<file path="src/rtl/cpu_prog_feeder.sv">
// Program sequencer feeding instruction/immediate words to the CPU over run/done.
// Fetches from synchronous program memory, stops on an all-zero word, watchdogs done.
module cpu_prog_feeder #(
  parameter int word    = 16,
  parameter int AW      = 5,
  parameter int TIMEOUT = 64
) (
  input  logic            clk,
  input  logic            resetn,
  input  logic            start,
  output logic            mem_rd,
  output logic [AW-1:0]   mem_addr,
  input  logic [word-1:0] mem_data,
  output logic [word-1:0] Din,
  output logic            run,
  input  logic            done,
  output logic            busy,
  output logic            halted,
  output logic            error,
  output logic [AW-1:0]   pc,
  output logic [15:0]     icount
);

  typedef enum logic [2:0] {
    S_IDLE,
    S_FETCH,
    S_LATCH,
    S_ISSUE,
    S_IMM,
    S_WAIT,
    S_HALTED,
    S_ERROR
  } state_t;

  localparam logic [2:0] OP_MVI = 3'b100;
  localparam int         WDW    = $clog2(TIMEOUT) + 1;
  localparam logic [WDW-1:0] WD_LAST = WDW'(TIMEOUT - 1);

  state_t            state_q, state_d;
  logic [AW-1:0]     pc_q, pc_d;
  logic [word-1:0]   ir_q, ir_d;
  logic [15:0]       icount_q, icount_d;
  logic [WDW-1:0]    wdog_q, wdog_d;
  logic              mem_rd_q, mem_rd_d;
  logic [AW-1:0]     mem_addr_q, mem_addr_d;
  logic              run_q, run_d;
  logic              busy_q, busy_d;
  logic              halted_q, halted_d;
  logic              error_q, error_d;

  always_comb begin
    state_d  = state_q;
    pc_d     = pc_q;
    ir_d     = ir_q;
    icount_d = icount_q;
    wdog_d   = wdog_q;

    case (state_q)
      S_IDLE, S_HALTED, S_ERROR: begin
        if (start) begin
          state_d  = S_FETCH;
          pc_d     = '0;
          icount_d = '0;
        end
      end
      S_FETCH: state_d = S_LATCH;
      S_LATCH: begin
        ir_d = mem_data;
        if (mem_data == '0) begin
          state_d = S_HALTED;
        end else begin
          state_d = S_ISSUE;
          pc_d    = pc_q + 1'b1;
          wdog_d  = '0;
        end
      end
      S_ISSUE: begin
        if (icount_q != '1) icount_d = icount_q + 16'd1;
        if (!done) wdog_d = wdog_q + 1'b1;
        // MVI ignores done here: the immediate still has to be presented.
        if (ir_q[8:6] == OP_MVI) begin
          pc_d    = pc_q + 1'b1;
          state_d = S_IMM;
        end else if (done) begin
          state_d = S_FETCH;
        end else begin
          state_d = S_WAIT;
        end
      end
      S_IMM: begin
        if (!done) wdog_d = wdog_q + 1'b1;
        state_d = done ? S_FETCH : S_WAIT;
      end
      S_WAIT: begin
        if (!done) wdog_d = wdog_q + 1'b1;
        if (done) state_d = S_FETCH;
        else if (wdog_q == WD_LAST) state_d = S_ERROR;
      end
      default: state_d = S_IDLE;
    endcase

    // Outputs are registered, so they are decoded from the next state.
    mem_rd_d   = (state_d == S_FETCH) || ((state_d == S_ISSUE) && (ir_d[8:6] == OP_MVI));
    mem_addr_d = mem_rd_d ? pc_d : '0;
    run_d      = state_d inside {S_ISSUE, S_IMM, S_WAIT};
    busy_d     = !(state_d inside {S_IDLE, S_HALTED, S_ERROR});
    halted_d   = (state_d == S_HALTED);
    error_d    = (state_d == S_ERROR);
  end

  always_ff @(posedge clk or negedge resetn) begin
    if (!resetn) begin
      state_q    <= S_IDLE;
      pc_q       <= '0;
      ir_q       <= '0;
      icount_q   <= '0;
      wdog_q     <= '0;
      mem_rd_q   <= 1'b0;
      mem_addr_q <= '0;
      run_q      <= 1'b0;
      busy_q     <= 1'b0;
      halted_q   <= 1'b0;
      error_q    <= 1'b0;
    end else begin
      state_q    <= state_d;
      pc_q       <= pc_d;
      ir_q       <= ir_d;
      icount_q   <= icount_d;
      wdog_q     <= wdog_d;
      mem_rd_q   <= mem_rd_d;
      mem_addr_q <= mem_addr_d;
      run_q      <= run_d;
      busy_q     <= busy_d;
      halted_q   <= halted_d;
      error_q    <= error_d;
    end
  end

  // The immediate arrives from memory during IMM, so it is passed straight through.
  always_comb begin
    case (state_q)
      S_ISSUE: Din = ir_q;
      S_IMM:   Din = mem_data;
      default: Din = '0;
    endcase
  end

  assign mem_rd   = mem_rd_q;
  assign mem_addr = mem_addr_q;
  assign run      = run_q;
  assign busy     = busy_q;
  assign halted   = halted_q;
  assign error    = error_q;
  assign pc       = pc_q;
  assign icount   = icount_q;

endmodule

</file>
<file path="config.mk">
export PLATFORM = sky130hd
export DESIGN_NAME = cpu_prog_feeder
export DESIGN_NICKNAME = d
export VERILOG_FILES = /design/src/rtl/cpu_prog_feeder.sv
export SDC_FILE = /design/constraint.sdc
export NUM_CORES = 1
export LEC_CHECK = 0
export CAP_MARGIN = 10
export CELL_PAD_IN_SITES_DETAIL_PLACEMENT = 1
export CELL_PAD_IN_SITES_GLOBAL_PLACEMENT = 2
export CORE_MARGIN = 2
export CORE_UTILIZATION = 30
export CTS_CLUSTER_DIAMETER = 80
export DETAILED_ROUTE_END_ITERATION = 7
export PLACE_DENSITY_LB_ADDON = 0.08
export SYNTH_ARGS = -nofsm -noshare
export SYNTH_HDL_FRONTEND = slang
export SYNTH_SLANG_ARGS = --single-unit
</file>
<file path="constraint.sdc">
create_clock -name clk -period 3 [get_ports clk]
set_clock_uncertainty 0.1 [all_clocks]
set_input_delay 0.45 -clock clk [delete_from_list [all_inputs] [get_ports clk]]
set_output_delay 0.45 -clock clk [all_outputs]
set_load 0.03 [all_outputs]
</file>
==> results.json <==
{
  "status": "complete, no violations",
  "powerDensity_nw_per_um2": 955,
  "synth_area_per_cell_sq_um": 9.23,
  "layout_min_cycle_time_ps": 2800,
  "route.detailed.drc": 0,
  "hpwl_mm": 5.98,
  "netlist_area_sq_um": 2970,
  "path_class": "reg2out",
  "port_buffers": 66,
  "yosys_warnings": 0,
  "clk_pin_slew_ps": 70,
  "worstPathRequired_ps": 2450,
  "synth_top_area_share_pct": 48.0,
  "num_rows": 36,
  "grt_usage_pct": 16.2,
  "worstReg2RegEnd": "mem_addr[2]",
  "grt.overflow.total": 0,
  "htreeDepth": 3,
  "end_kind": "output pin",
  "gp_congestion": 0.733,
  "yosys.area_share.simple_pct": 22.9,
  "synth_edf_count": 0,
  "whs_ps": 184,
  "cap_violations": 0,
  "worst_pin_slew_ps": 1010,
  "cts_setup_buffers": 0,
  "path_max_fanout": 14,
  "synth.area.top_cells": "dfrtp_1, nand2_1, a22o_1, o21ai_0, nor2_1",
  "r2r_slack_ps": 440,
  "area_delta_synth_final_pct": 37.4,
  "coreArea_sq_um": 9680,
  "num_antenna_cells": 0,
  "rr_worst_depth": 6,
  "grt_max_degree": 43,
  "synth_top_family_by_area": "simple AND/OR/NAND/NOR gates",
  "yosys-top-cells-count": "nand2_1, dfrtp_1, nor2_1",
  "grt_setup_unrepaired": "false",
  "arrival_ps": 2250,
  "r2r_start": "state_q[1]",
  "synth_top_area_cell": "dfrtp_1",
  "peakVddDrop_uv": 503,
  "ys_seq_area_share_pct": 48.0,
  "viasPerCell": 5.01,
  "hold_violations": 0,
  "relSlewSlack_pct": 32.5,
  "ctsResizeCount": 0,
  "grt_pass1_vias": 2720,
  "leakagePower_nw": 1.80,
  "cts.sinks": 57,
  "ant_nets": 0,
  "drive_gt1_share_pct": 14.3,
  "ys.flop_type": "dfrtp_1",
  "cts_made_buffers": 9,
  "synth_xor_area_share_pct": 2.95,
  "crit_end": "Din[14]",
  "root_buffer": "clkbuf_8",
  "grt_pass1_wl_mm": 13.9,
  "die_x_microns": 104,
  "worstHoldPathType": "in2async",
  "postSynth.asyncResetShare_pct": 100,
  "fin_tns_setup_ps": 0,
  "ys_types": 53,
  "clock_latency_ps": 340,
  "nets": 427,
  "synthesis.nets": 347,
  "cts_hold_buf": 0,
  "io_pins": 67,
  "antenna_found_initial": 0,
  "yosysMostFrequentCell": "nand2_1",
  "wl_mm": 8.44,
  "ys_ff_latch": 57,
  "start_util_pct": 30.7,
  "synth_compound_area_share_pct": 20.1,
  "wire_per_inst_microns": 15.6,
  "startpoint_type": "flip-flop",
  "synth-adder-area-share_pct": 2.11,
  "vias": 2703,
  "post-route-period-util_pct": 93.4,
  "dieArea_sq_um": 10700,
  "drtPass1Iterations": 4,
  "muxShareOfSynthArea_pct": 0.379,
  "drtIter0Drc": 46,
  "die_height_microns": 104,
  "report.final.slew_viol_count": 0,
  "cts_tree": "yes",
  "power_mw": 3.90,
  "synthCells": 322,
  "max-clock-path-buffers": 2,
  "cp-startpoint": "state_q[1]",
  "max_freq_mhz": 357,
  "final-setup-viol-count": 0
}
[how the worst min path moves through the flow]
stage / endpoint / cells after the start / startpoint
floorplan: busy / 0 / resetn
global placement: ir_q[10] / 2 / ir_q[10]
detailed placement: ir_q[15] / 2 / ir_q[15]
CTS: ir_q[14] / 1 / resetn
global route: ir_q[14] / 1 / resetn
finish: ir_q[14] / 1 / resetn
[layout make-up]
type / count / area (sq um)
Tap cell: 133 / 166
Fill cell: 1143 / 5600
Clock inverter: 4 / 97.6
Sequential cell: 57 / 1430
Inverter: 12 / 45.0
Timing Repair Buffer: 82 / 743
Multi-Input combinational cell: 240 / 1440
Clock buffer: 12 / 165
[cell usage in the layout, fill, tap and decap left out, drive strengths merged, types with 5 or more instances in the layout]
master and n:
nand2 70, dfrtp 57, clkdlybuf4s50 52, buf 30
nor2 21, o21ai 19, a22o 18, a21oi 16
inv 12, clkbuf 12, nand3 10, nor3 9
or3 8, nor4 6, xnor2 5, xor2 5
ha 5
[kinds of logic (layout without fill, tap and decap cells)]
logic type / Yosys count / in the layout
AOI/OAI and AO/OA: 79 / 79
xor gates and xnor gates: 10 / 10
adders and majority gates: 5 / 5
buffers and inverters: 25 / 110
DFF: 57 / 57
muxes: 1 / 1
and+or+nand+nor: 145 / 145
[critical path: stages (launching register included)]
cell,delay [ps]
dfrtp_1,540
nand2b_1,310
nor2_2,230
a22o_1,160
clkdlybuf4s50_1,670
[report_power, final]
part | total (mW) | internal (mW) | switching [mW] | leakage, nW
Sequential | 1.19 | 0.986 | 0.204 | 0.748
Clock | 0.948 | 0.620 | 0.327 | 0.129
Combinational | 1.76 | 0.678 | 1.08 | 0.921
[sequential cells by signal, indices dropped and copies added, names as in the netlist, 3 cells and up]
name      flops
wdog_q        7
ir_q         16
mem_addr      5
state_q       3
icount       16
pc            5
[through the flow]
step / utilization (%) / worst slack (ps) / cells / instance area (sq um)
finish: 42.2 / 197 / 540 / 4080
global route: 42.2 / 74.1 / 540 / 4080
CTS: 42.1 / 78.5 / 540 / 4080
detailed placement: 39.4 / 295 / 524 / 3820
global placement: 39.4 / 375 / 524 / 3820
floorplan: - / 764 / 322 / 2970
[per-layer routing]
| metal | vias up | track usage [%] | routed length [microns] |
|---|---|---|---|
| met5 | - | 0 | 0 |
| met4 | 0 | 4.92 | 84 |
| met3 | 8 | 3.59 | 289 |
| met2 | 42 | 25.4 | 3870 |
| met1 | 1349 | 22.4 | 4190 |
| li1 | 1304 | - | - |
(Power assumes the default switching activity.)
